### src/rtl/aes_sched_pkg.sv
// +------------------------------------------------------------------+
// | aes_sched_pkg : shared types and constants for aes_round_sched   |
// | Revision      : 1.0                                              |
// +------------------------------------------------------------------+
`default_nettype none

package aes_sched_pkg;

    localparam int AES256_NUM_ROUNDS = 14;
    localparam int RK_W              = 128;
    localparam int KEY_W             = 256;
    localparam int RIDX_W            = 4;

    typedef enum logic [1:0] {
        IDLE   = 2'd0,
        KEYGEN = 2'd1,
        ISSUE  = 2'd2,
        WAIT   = 2'd3
    } sched_state_e;

endpackage : aes_sched_pkg

`default_nettype wire

### src/rtl/aes_round_sched_store.sv
// +------------------------------------------------------------------+
// | round_key_store : round-key register file, 1 sync write port and |
// |                   1 combinational read port                      |
// | Revision        : 1.0                                            |
// +------------------------------------------------------------------+
`default_nettype none

module round_key_store
    import aes_sched_pkg::*;
#(
    parameter int DEPTH = AES256_NUM_ROUNDS + 1
) (
    input  logic              clk,
    input  logic              we_i,
    input  logic [RIDX_W-1:0] waddr_i,
    input  logic [RK_W-1:0]   wdata_i,
    input  logic [RIDX_W-1:0] raddr_i,
    output logic [RK_W-1:0]   rdata_o
);

    // Contents are don't-care after reset, so the array carries no reset.
    logic [RK_W-1:0] mem_q [DEPTH];

    always_ff @(posedge clk) begin
        if (we_i) begin
            mem_q[waddr_i] <= wdata_i;
        end
    end

    assign rdata_o = mem_q[raddr_i];

endmodule : round_key_store

`default_nettype wire

### src/rtl/aes_round_sched.sv
// +------------------------------------------------------------------+
// | aes_round_sched : AES-256 round sequencer with cached key store. |
// | Option macro AES_SCHED_OVERLAP_EN overlaps rounds with keygen.   |
// | Revision        : 1.0                                            |
// +------------------------------------------------------------------+
`default_nettype none

module aes_round_sched
    import aes_sched_pkg::*;
#(
    parameter int NUM_ROUNDS = AES256_NUM_ROUNDS,
    parameter int KG_TIMEOUT = 96
) (
    input  logic              clk,
    input  logic              rst_n,
    input  logic              start,
    input  logic              key_new,
    input  logic [KEY_W-1:0]  init_key_in,
    output logic              busy,
    output logic              done,
    output logic              err,
    output logic [KEY_W-1:0]  kg_init_key,
    output logic              kg_advance,
    input  logic [RK_W-1:0]   kg_round_key,
    input  logic              kg_round_key_valid,
    output logic              rd_start,
    output logic [RIDX_W-1:0] rd_round_idx,
    output logic [RK_W-1:0]   rd_round_key,
    output logic              rd_final,
    input  logic              rd_done
);

    localparam int KCNT_W = RIDX_W + 1;
    localparam int TCNT_W = $clog2(KG_TIMEOUT + 1);

    localparam logic [RIDX_W-1:0] LAST_RND  = RIDX_W'(NUM_ROUNDS);
    localparam logic [KCNT_W-1:0] NUM_KEYS  = KCNT_W'(NUM_ROUNDS + 1);
    localparam logic [KCNT_W-1:0] LAST_KIDX = KCNT_W'(NUM_ROUNDS);
    localparam logic [TCNT_W-1:0] TO_LAST   = TCNT_W'(KG_TIMEOUT - 1);

    sched_state_e      state_q, state_d;
    logic              cached_q, cached_d;
    logic              coll_q, coll_d;
    logic [KCNT_W-1:0] kcnt_q, kcnt_d;
    logic [TCNT_W-1:0] tcnt_q, tcnt_d;
    logic [RIDX_W-1:0] r_q, r_d;
    logic [KEY_W-1:0]  key_q, key_d;
    logic              adv_q, adv_d;
    logic              done_q, done_d;
    logic              err_q, err_d;

    logic              key_we;
    logic              key_last;
    logic              timeout;
    logic              rd_active;
    logic [RK_W-1:0]   store_rdata;

    // Collection runs on its own flag so the overlap build can sequence
    // rounds while keys are still arriving.
    assign key_we   = coll_q && kg_round_key_valid && (kcnt_q < NUM_KEYS);
    assign key_last = key_we && (kcnt_q == LAST_KIDX);
    assign timeout  = coll_q && !key_last && (tcnt_q == TO_LAST);

`ifdef AES_SCHED_OVERLAP_EN
    logic keys_ready;
    logic next_ready;
    assign keys_ready = kcnt_q > {1'b0, r_q};
    assign next_ready = kcnt_q > ({1'b0, r_q} + 1'b1);
`endif

    round_key_store #(
        .DEPTH (NUM_ROUNDS + 1)
    ) u_store (
        .clk     (clk),
        .we_i    (key_we),
        .waddr_i (kcnt_q[RIDX_W-1:0]),
        .wdata_i (kg_round_key),
        .raddr_i (r_q),
        .rdata_o (store_rdata)
    );

    always_comb begin
        state_d  = state_q;
        cached_d = cached_q;
        coll_d   = coll_q;
        kcnt_d   = kcnt_q;
        tcnt_d   = tcnt_q;
        r_d      = r_q;
        key_d    = key_q;
        adv_d    = 1'b0;
        done_d   = 1'b0;
        err_d    = 1'b0;

        if (coll_q) begin
            tcnt_d = tcnt_q + 1'b1;
            if (key_we) begin
                kcnt_d = kcnt_q + 1'b1;
            end
            if (key_last) begin
                coll_d   = 1'b0;
                cached_d = 1'b1;
            end
        end

        if (timeout) begin
            coll_d  = 1'b0;
            state_d = IDLE;
            done_d  = 1'b1;
            err_d   = 1'b1;
        end else begin
            case (state_q)
                IDLE: begin
                    if (start) begin
                        r_d = '0;
                        if (key_new || !cached_q) begin
                            key_d    = init_key_in;
                            cached_d = 1'b0;
                            coll_d   = 1'b1;
                            kcnt_d   = '0;
                            tcnt_d   = '0;
                            adv_d    = 1'b1;
                            state_d  = KEYGEN;
                        end else begin
                            state_d = ISSUE;
                        end
                    end
                end
                KEYGEN: begin
`ifdef AES_SCHED_OVERLAP_EN
                    if (keys_ready) begin
                        state_d = ISSUE;
                    end
`else
                    if (key_last) begin
                        state_d = ISSUE;
                    end
`endif
                end
                ISSUE: begin
                    state_d = WAIT;
                end
                WAIT: begin
                    if (rd_done) begin
                        if (r_q == LAST_RND) begin
                            done_d  = 1'b1;
                            state_d = IDLE;
                        end else begin
                            r_d = r_q + 1'b1;
`ifdef AES_SCHED_OVERLAP_EN
                            // Park in KEYGEN until the next round's key lands.
                            state_d = next_ready ? ISSUE : KEYGEN;
`else
                            state_d = ISSUE;
`endif
                        end
                    end
                end
                default: begin
                    state_d = IDLE;
                end
            endcase
        end
    end

    always_ff @(posedge clk or negedge rst_n) begin
        if (!rst_n) begin
            state_q  <= IDLE;
            cached_q <= 1'b0;
            coll_q   <= 1'b0;
            kcnt_q   <= '0;
            tcnt_q   <= '0;
            r_q      <= '0;
            key_q    <= '0;
            adv_q    <= 1'b0;
            done_q   <= 1'b0;
            err_q    <= 1'b0;
        end else begin
            state_q  <= state_d;
            cached_q <= cached_d;
            coll_q   <= coll_d;
            kcnt_q   <= kcnt_d;
            tcnt_q   <= tcnt_d;
            r_q      <= r_d;
            key_q    <= key_d;
            adv_q    <= adv_d;
            done_q   <= done_d;
            err_q    <= err_d;
        end
    end

    // Round outputs are masked outside ISSUE/WAIT so idle and reset read zero.
    assign rd_active    = (state_q == ISSUE) || (state_q == WAIT);
    assign busy         = (state_q != IDLE);
    assign done         = done_q;
    assign err          = err_q;
    assign kg_init_key  = key_q;
    assign kg_advance   = adv_q;
    assign rd_start     = (state_q == ISSUE);
    assign rd_round_idx = rd_active ? r_q : '0;
    assign rd_round_key = rd_active ? store_rdata : '0;
    assign rd_final     = rd_active && (r_q == LAST_RND);

endmodule : aes_round_sched

`default_nettype wire

### config.mk
export PLATFORM = sky130hd
export DESIGN_NAME = aes_round_sched
export DESIGN_NICKNAME = d
export VERILOG_FILES = /design/src/rtl/aes_sched_pkg.sv /design/src/rtl/aes_round_sched_store.sv /design/src/rtl/aes_round_sched.sv
export SDC_FILE = /design/constraint.sdc
export NUM_CORES = 2
export LEC_CHECK = 0
export ABC_AREA = 1
export CAP_MARGIN = 20
export CELL_PAD_IN_SITES_DETAIL_PLACEMENT = 1
export CELL_PAD_IN_SITES_GLOBAL_PLACEMENT = 2
export CORE_ASPECT_RATIO = 1.2
export CORE_MARGIN = 2
export CORE_UTILIZATION = 35
export CTS_CLUSTER_DIAMETER = 120
export DETAILED_ROUTE_END_ITERATION = 16
export PLACE_DENSITY = 0.81
export SYNTH_ARGS = -nofsm -noshare
export SYNTH_HDL_FRONTEND = slang
export SYNTH_HIERARCHICAL = 1
export SYNTH_SLANG_ARGS = --single-unit
### constraint.sdc
create_clock -name clk -period 18.25 [get_ports clk]
set_input_delay 3.65 -clock clk [delete_from_list [all_inputs] [get_ports clk]]
set_output_delay 3.65 -clock clk [all_outputs]
set_load 0.02 [all_outputs]
Yosys cells after proc, flatten, opt, wreduce, memory -nomap -nowiden
Memories as Yosys holds them, arrays and structs flattened.
Cells that the tools add are included.
{ "word_totals": {"mem_bits_rw": 1920, "latch_bits": 0, "ff_bits": 279, "out_inout_bits": 394, "inputBits": 390, "word_cells": 91, "n_memories": 1, "mem_bits_ro": 0} }
{ "op_classes": {"addsub": 3, "muxes": 47, "bitwise": 1, "order_cmp": 1, "div_mod_pow": 0, "reduce_logical": 16, "mul": 0, "n_eq_ne": 12, "n_shift": 0} }
{ "mem_list": {"columns": ["memory", "words", "width", "read_ports", "rd_ports_with_merged_regs", "write_ports", "line", "rtl"], "rows": [
  ["u_store.mem_q", 15, 128, 1, 0, 1, "aes_round_sched_store.sv:22", "logic [RK_W-1:0] mem_q [DEPTH];"]
]} }
{ "op_table": {"columns": ["operator", "count"], "rows": [
  ["two-way mux 128 bit", 1],
  ["two-way mux 7 bit", 5],
  ["two-way mux 5 bit", 6],
  ["two-way mux 1 bit", 23],
  ["two-way mux 4 bit", 4],
  ["two-way mux 2 bit", 6],
  ["!= test 3 bit (second input constant)", 3],
  ["one-hot mux 2 bit (4 select lines)", 1],
  ["one-hot mux 4 bit (2 select lines)", 1],
  ["adder 7 x 1 -> 7 bit (second input constant)", 1],
  ["== test 7 bit (second input constant)", 1],
  ["logical AND 1 bit", 6],
  ["!= test 2 bit (second input constant)", 3],
  ["adder 5 x 1 -> 5 bit (second input constant)", 1],
  ["== test 5 x 4 -> 1 bit (second input constant)", 1],
  ["< comparator 5 x 4 -> 1 bit (second input constant)", 1],
  ["AND reduction 5 bit", 1],
  ["adder 4 x 1 -> 4 bit (second input constant)", 1],
  ["== test 2 bit (second input constant)", 2],
  ["== test 4 bit (second input constant)", 1],
  ["AND reduction 4 bit", 1],
  ["nonzero test 2 bit", 2],
  ["AND reduction 3 bit", 1],
  ["== test 2 x 1 -> 1 bit (second input constant)", 1],
  ["other kinds (4)", 6]
]} }

Longest topological paths before layout
{ "depth": {"ltp_word": 9, "ltp_mapped": 13} }

By module
Netlist, hierarchy kept.
{ "by_module_without_submodules": {"columns": ["module", "area_per_inst_um2", "instances", "cells_each"], "rows": [
  ["round_key_store", 78366.4, 1, 6869],
  ["aes_round_sched", 12460.7, 1, 1538]
]} }

Worst setup path before layout
No wires, ideal clock.
{ "synth_timing": {"path_kind": "input to register", "start": "in kg_round_key_valid", "end": "mem u_store.mem_q[13][0], enable pin", "cell_stages": 6, "arrival_time_ns": 9.544, "path_slack_ns": 8.089, "setup_time_ns": 0.617, "n_path_buf": 0, "path_cell_list": "nand2_1 nor2_4 nand2_1 inv_1 nand3b_1 nor2_1"} }
{ "synth_between": {"elab_chain_cells": 4} }
{ "synth_rtl": {"columns": ["element", "line", "rtl"], "rows": [
  ["start, declared", "aes_round_sched.sv:25", "input logic kg_round_key_valid,"],
  ["logical AND 1 bit (2 in a row)", "aes_round_sched.sv:60", "assign key_we = coll_q && kg_round_key_valid && (kcnt_q < NUM_KEYS);"],
  ["named net key_we", "aes_round_sched.sv:52", "logic key_we;"],
  ["two-way mux 1 bit", "aes_round_sched_store.sv:25", "if (we_i) begin"],
  ["two-way mux 1 bit (implied by the code)", "aes_round_sched_store.sv:26", "mem_q[waddr_i] <= wdata_i;"],
  ["end, declared", "aes_round_sched_store.sv:22", null]
]} }
The timed path passes the listed nets, and every way through them passes these cells.

Worst setup path in the final report
{ "layout_timing": {"start": "reg r_q[0]", "end": "out rd_round_key[94]"} }
{ "layout_between": {"elab_chain_cells": 2} }
{ "layout_rtl": {"columns": ["element", "line", "rtl"], "rows": [
  ["start, declared", "aes_round_sched.sv:46", "logic [RIDX_W-1:0] r_q, r_d;"],
  ["start signal, assigned", "aes_round_sched.sv:183", "r_q <= r_d;"],
  ["memory (15 x 128 bit)", null, null],
  ["named net store_rdata[94]", "aes_round_sched.sv:56", "logic [RK_W-1:0] store_rdata;"],
  ["two-way mux 128 bit", "aes_round_sched.sv:200", "assign rd_round_key = rd_active ? store_rdata : '0;"],
  ["end, declared", "aes_round_sched.sv:28", "output logic [RK_W-1:0] rd_round_key,"]
]} }
The timed path passes the listed nets, and every way through them passes these cells.

==> results.toml <==
[worst_setup_path]
crit_path_end_kind = "primary output"
crit_fanout = 200
criticalPathCategory = "register to primary output"
start_kind = "register"
cp.arrival_ps = 6500
required_ps = 14600

[timing]
clock_skew_ps = 78.1
setup-tns-final_ps = 0
setup_viol = 0
max_freq_ghz = 0.0985
finalHoldViolations = 0
period_share_pct = 55.6
period_needed_ps = 10150
holdWs_ps = 469
drv_slew = 0
rsz0062_at_grt = "false"
relSlewSlack_pct = 6.86
worst_slew_pin_slew_ps = 1400

[die]
dieArea_um2 = 264000
rows = 204
die_h_um = 562
io_pins = 784
start_util_pct = 35.2
fp.dieW_um = 469
core_area_um2 = 258000

[logic_synthesis]
ys_warn_count = 6
synth_cell_types = 33
seq_area_frac_synth_pct = 71.2
yosysTopAreaCell = "edfxtp_1"
ys_top_cells_by_area = "edfxtp_1, nand2_1, nand3_1, dfrtp_1, inv_1"
synth_edf_count = 1920
syn_area_um2 = 90800
synth_most_common_cell = "nand2_1"
synth_commonest_cells = "nand2_1, edfxtp_1, nand3_1"
synth_top_flop_cell = "edfxtp_1"
async_flop_share_pct = 12.7
syn_area_per_cell_um2 = 10.8
synthesis.nets = 8807
ys_seq_elements = 2199
synth_top_area_share_pct = 63.5
postSynthCellCount = 8407

[clock_network]
postCtsSetupBuffers = 0
cts_root_buf = "clkbuf_16"
cts_tree = "yes"
clk_latency_ps = 920
cts_max_level = 4
clkSinkCount = 2199
clk_pin_slew_worst_paths_ps = 70
post_cts_resize_count = 0
cts-buffers-inserted = 233
clk_path_buf_depth = 4
hold_buffers = 0

[run_status]
outcome = "finished clean"

[grt]
grt_max_degree = 201
grt.overflow.total = 0
use_met2_pct = 41.2
use_met3_pct = 4.84
grt_pass1_vias = 67155
use_met1_pct = 28.3
track_usage_pct = 23.8
grt_pass1_wl_mm = 463
top_usage_layer = "met2"
antenna_found_initial = 73

[pwr]
power_density_nw_per_um2 = 145
power_leakage_nw = 43.2
ir_drop_mv = 0.116

[drt]
via_per_inst = 5.11
wl_mm = 321
dr.pass1.iters = 5
dr_total_vias = 64541
drcViolationCount = 0
drtAntennaViolNets = 0
drt_iter0_drc = 4340
wl_per_cell_um = 25.4

[finish]
layout-drive-gt1-share_pct = 5.15
multiInputGateArea_um2 = 21800
area_delta_synth_final_pct = 19.8
final_nets = 9424
fill_cells = 27928
ff_latch_area_um2 = 64700

[placed_design]
io_buffers = 783
hpwl_mm = 184
gp_congestion = 0.874

[min_path]
hold_class = "register to register"

[job]
cap_violations = 0
-- critical path: stages (launching register included) --
cell and delay (ps):
dfrtp_4 750, inv_16 640, buf_4 810, buf_4 730, buf_4 880, nand2_1 190
nand3_1 170, nand3_1 90, nand2_1 110, nand2_1 50, nand2_1 280, inv_1 80
nor2_1 110, clkdlybuf4s50_1 610
-- metal layers --
layer  share of wire (%)  routed length [um]  vias to the layer above
li1                    -                   -                    29233
met1                  39              126000                    32974
met2                  50              160000                     1676
met3                 6.0               19200                      590
met4                 4.8               15300                       68
met5                0.14                 454                        -
-- logic make-up after synthesis --
logic type      Yosys count  share of synthesized area [%]
simple gates           5186                           23.5
flops                  2199                           71.2
buf+inv                 985                           4.95
compound gates           18                          0.107
fa+ha+maj                10                          0.138
xor+xnor                  8                         0.0771
mux                       1                         0.0110
-- flip-flops by register name, summed over array words and instances (netlist names) --
register       flops
coll_q             1
r_q                4
cached_q           1
tcnt_q             7
kg_advance         1
done               1
u_store/mem_q   1920
kg_init_key      256
state_q            2
err                1
kcnt_q             5
-- metrics by stage --
step | total power [mW] | setup WS (ps) | cells | area [um^2] | util, %
finish | 15.8 | 8100 | 12636 | 109000 | 42.2
floorplan | 9.09 | 8090 | 8407 | 90800 | -
CTS | 16.0 | 7850 | 12596 | 109000 | 42.1
global placement | 11.2 | 9000 | 12182 | 101000 | 39.3
global route | 16.5 | 7570 | 12611 | 109000 | 42.2
detailed placement | 11.3 | 8870 | 12184 | 101000 | 39.3
-- power breakdown --
group	leakage, nW	total (mW)	switching [mW]	internal, mW
Clock	3.52	4.61	2.01	2.60
Combinational	18.9	4.65	3.15	1.50
Sequential	20.8	6.53	0.346	6.18
-- path summary, 6_finish.rpt --
path / from / endpoint / slack (ps) / depth (start not counted)
max: r_q[0]$_DFFE_PN0P_ / rd_round_key[94] / 8100 / 13
max in group asynchronous: rst_n / kg_init_key[92]$_DFFE_PN0P_ / 13130 / 3
min: kg_init_key[241]$_DFFE_PN0P_ / kg_init_key[241]$_DFFE_PN0P_ / 470 / 2
max reg2reg: coll_q$_DFF_PN0_ / u_store/mem_q[10][19]$_DFFE_PP_ / 13680 / 8
min reg2reg: kg_init_key[241]$_DFFE_PN0P_ / kg_init_key[241]$_DFFE_PN0P_ / 470 / 2
min in group asynchronous: rst_n / kg_init_key[176]$_DFFE_PN0P_ / 2790 / 1
-- placed cells by master, fill, tap and decap left out, drive strengths merged, types with 10 or more instances in the layout --
cell type      count
buf               97
bufinv            17
clkbuf           283
clkdlybuf4s50    782
clkinv            93
clkinvlp          12
dfrtp            279
diode             36
edfxtp          1920
ha                10
inv              495
nand2           3312
nand3           1446
nor2             400
o21ai             13
or2               20
-- layout make-up --
class                   instances  share of cell area [%]
clock buffers                 283                    5.59
inverters                     488                    1.72
flip-flops and latches       2199                    59.4
well taps                    3399                    3.91
repair buffers                879                    8.15
multi-input cells            5223                    20.1
diodes                         36                  0.0828
clock inverters               129                    1.06
(Power assumes the default switching activity.)
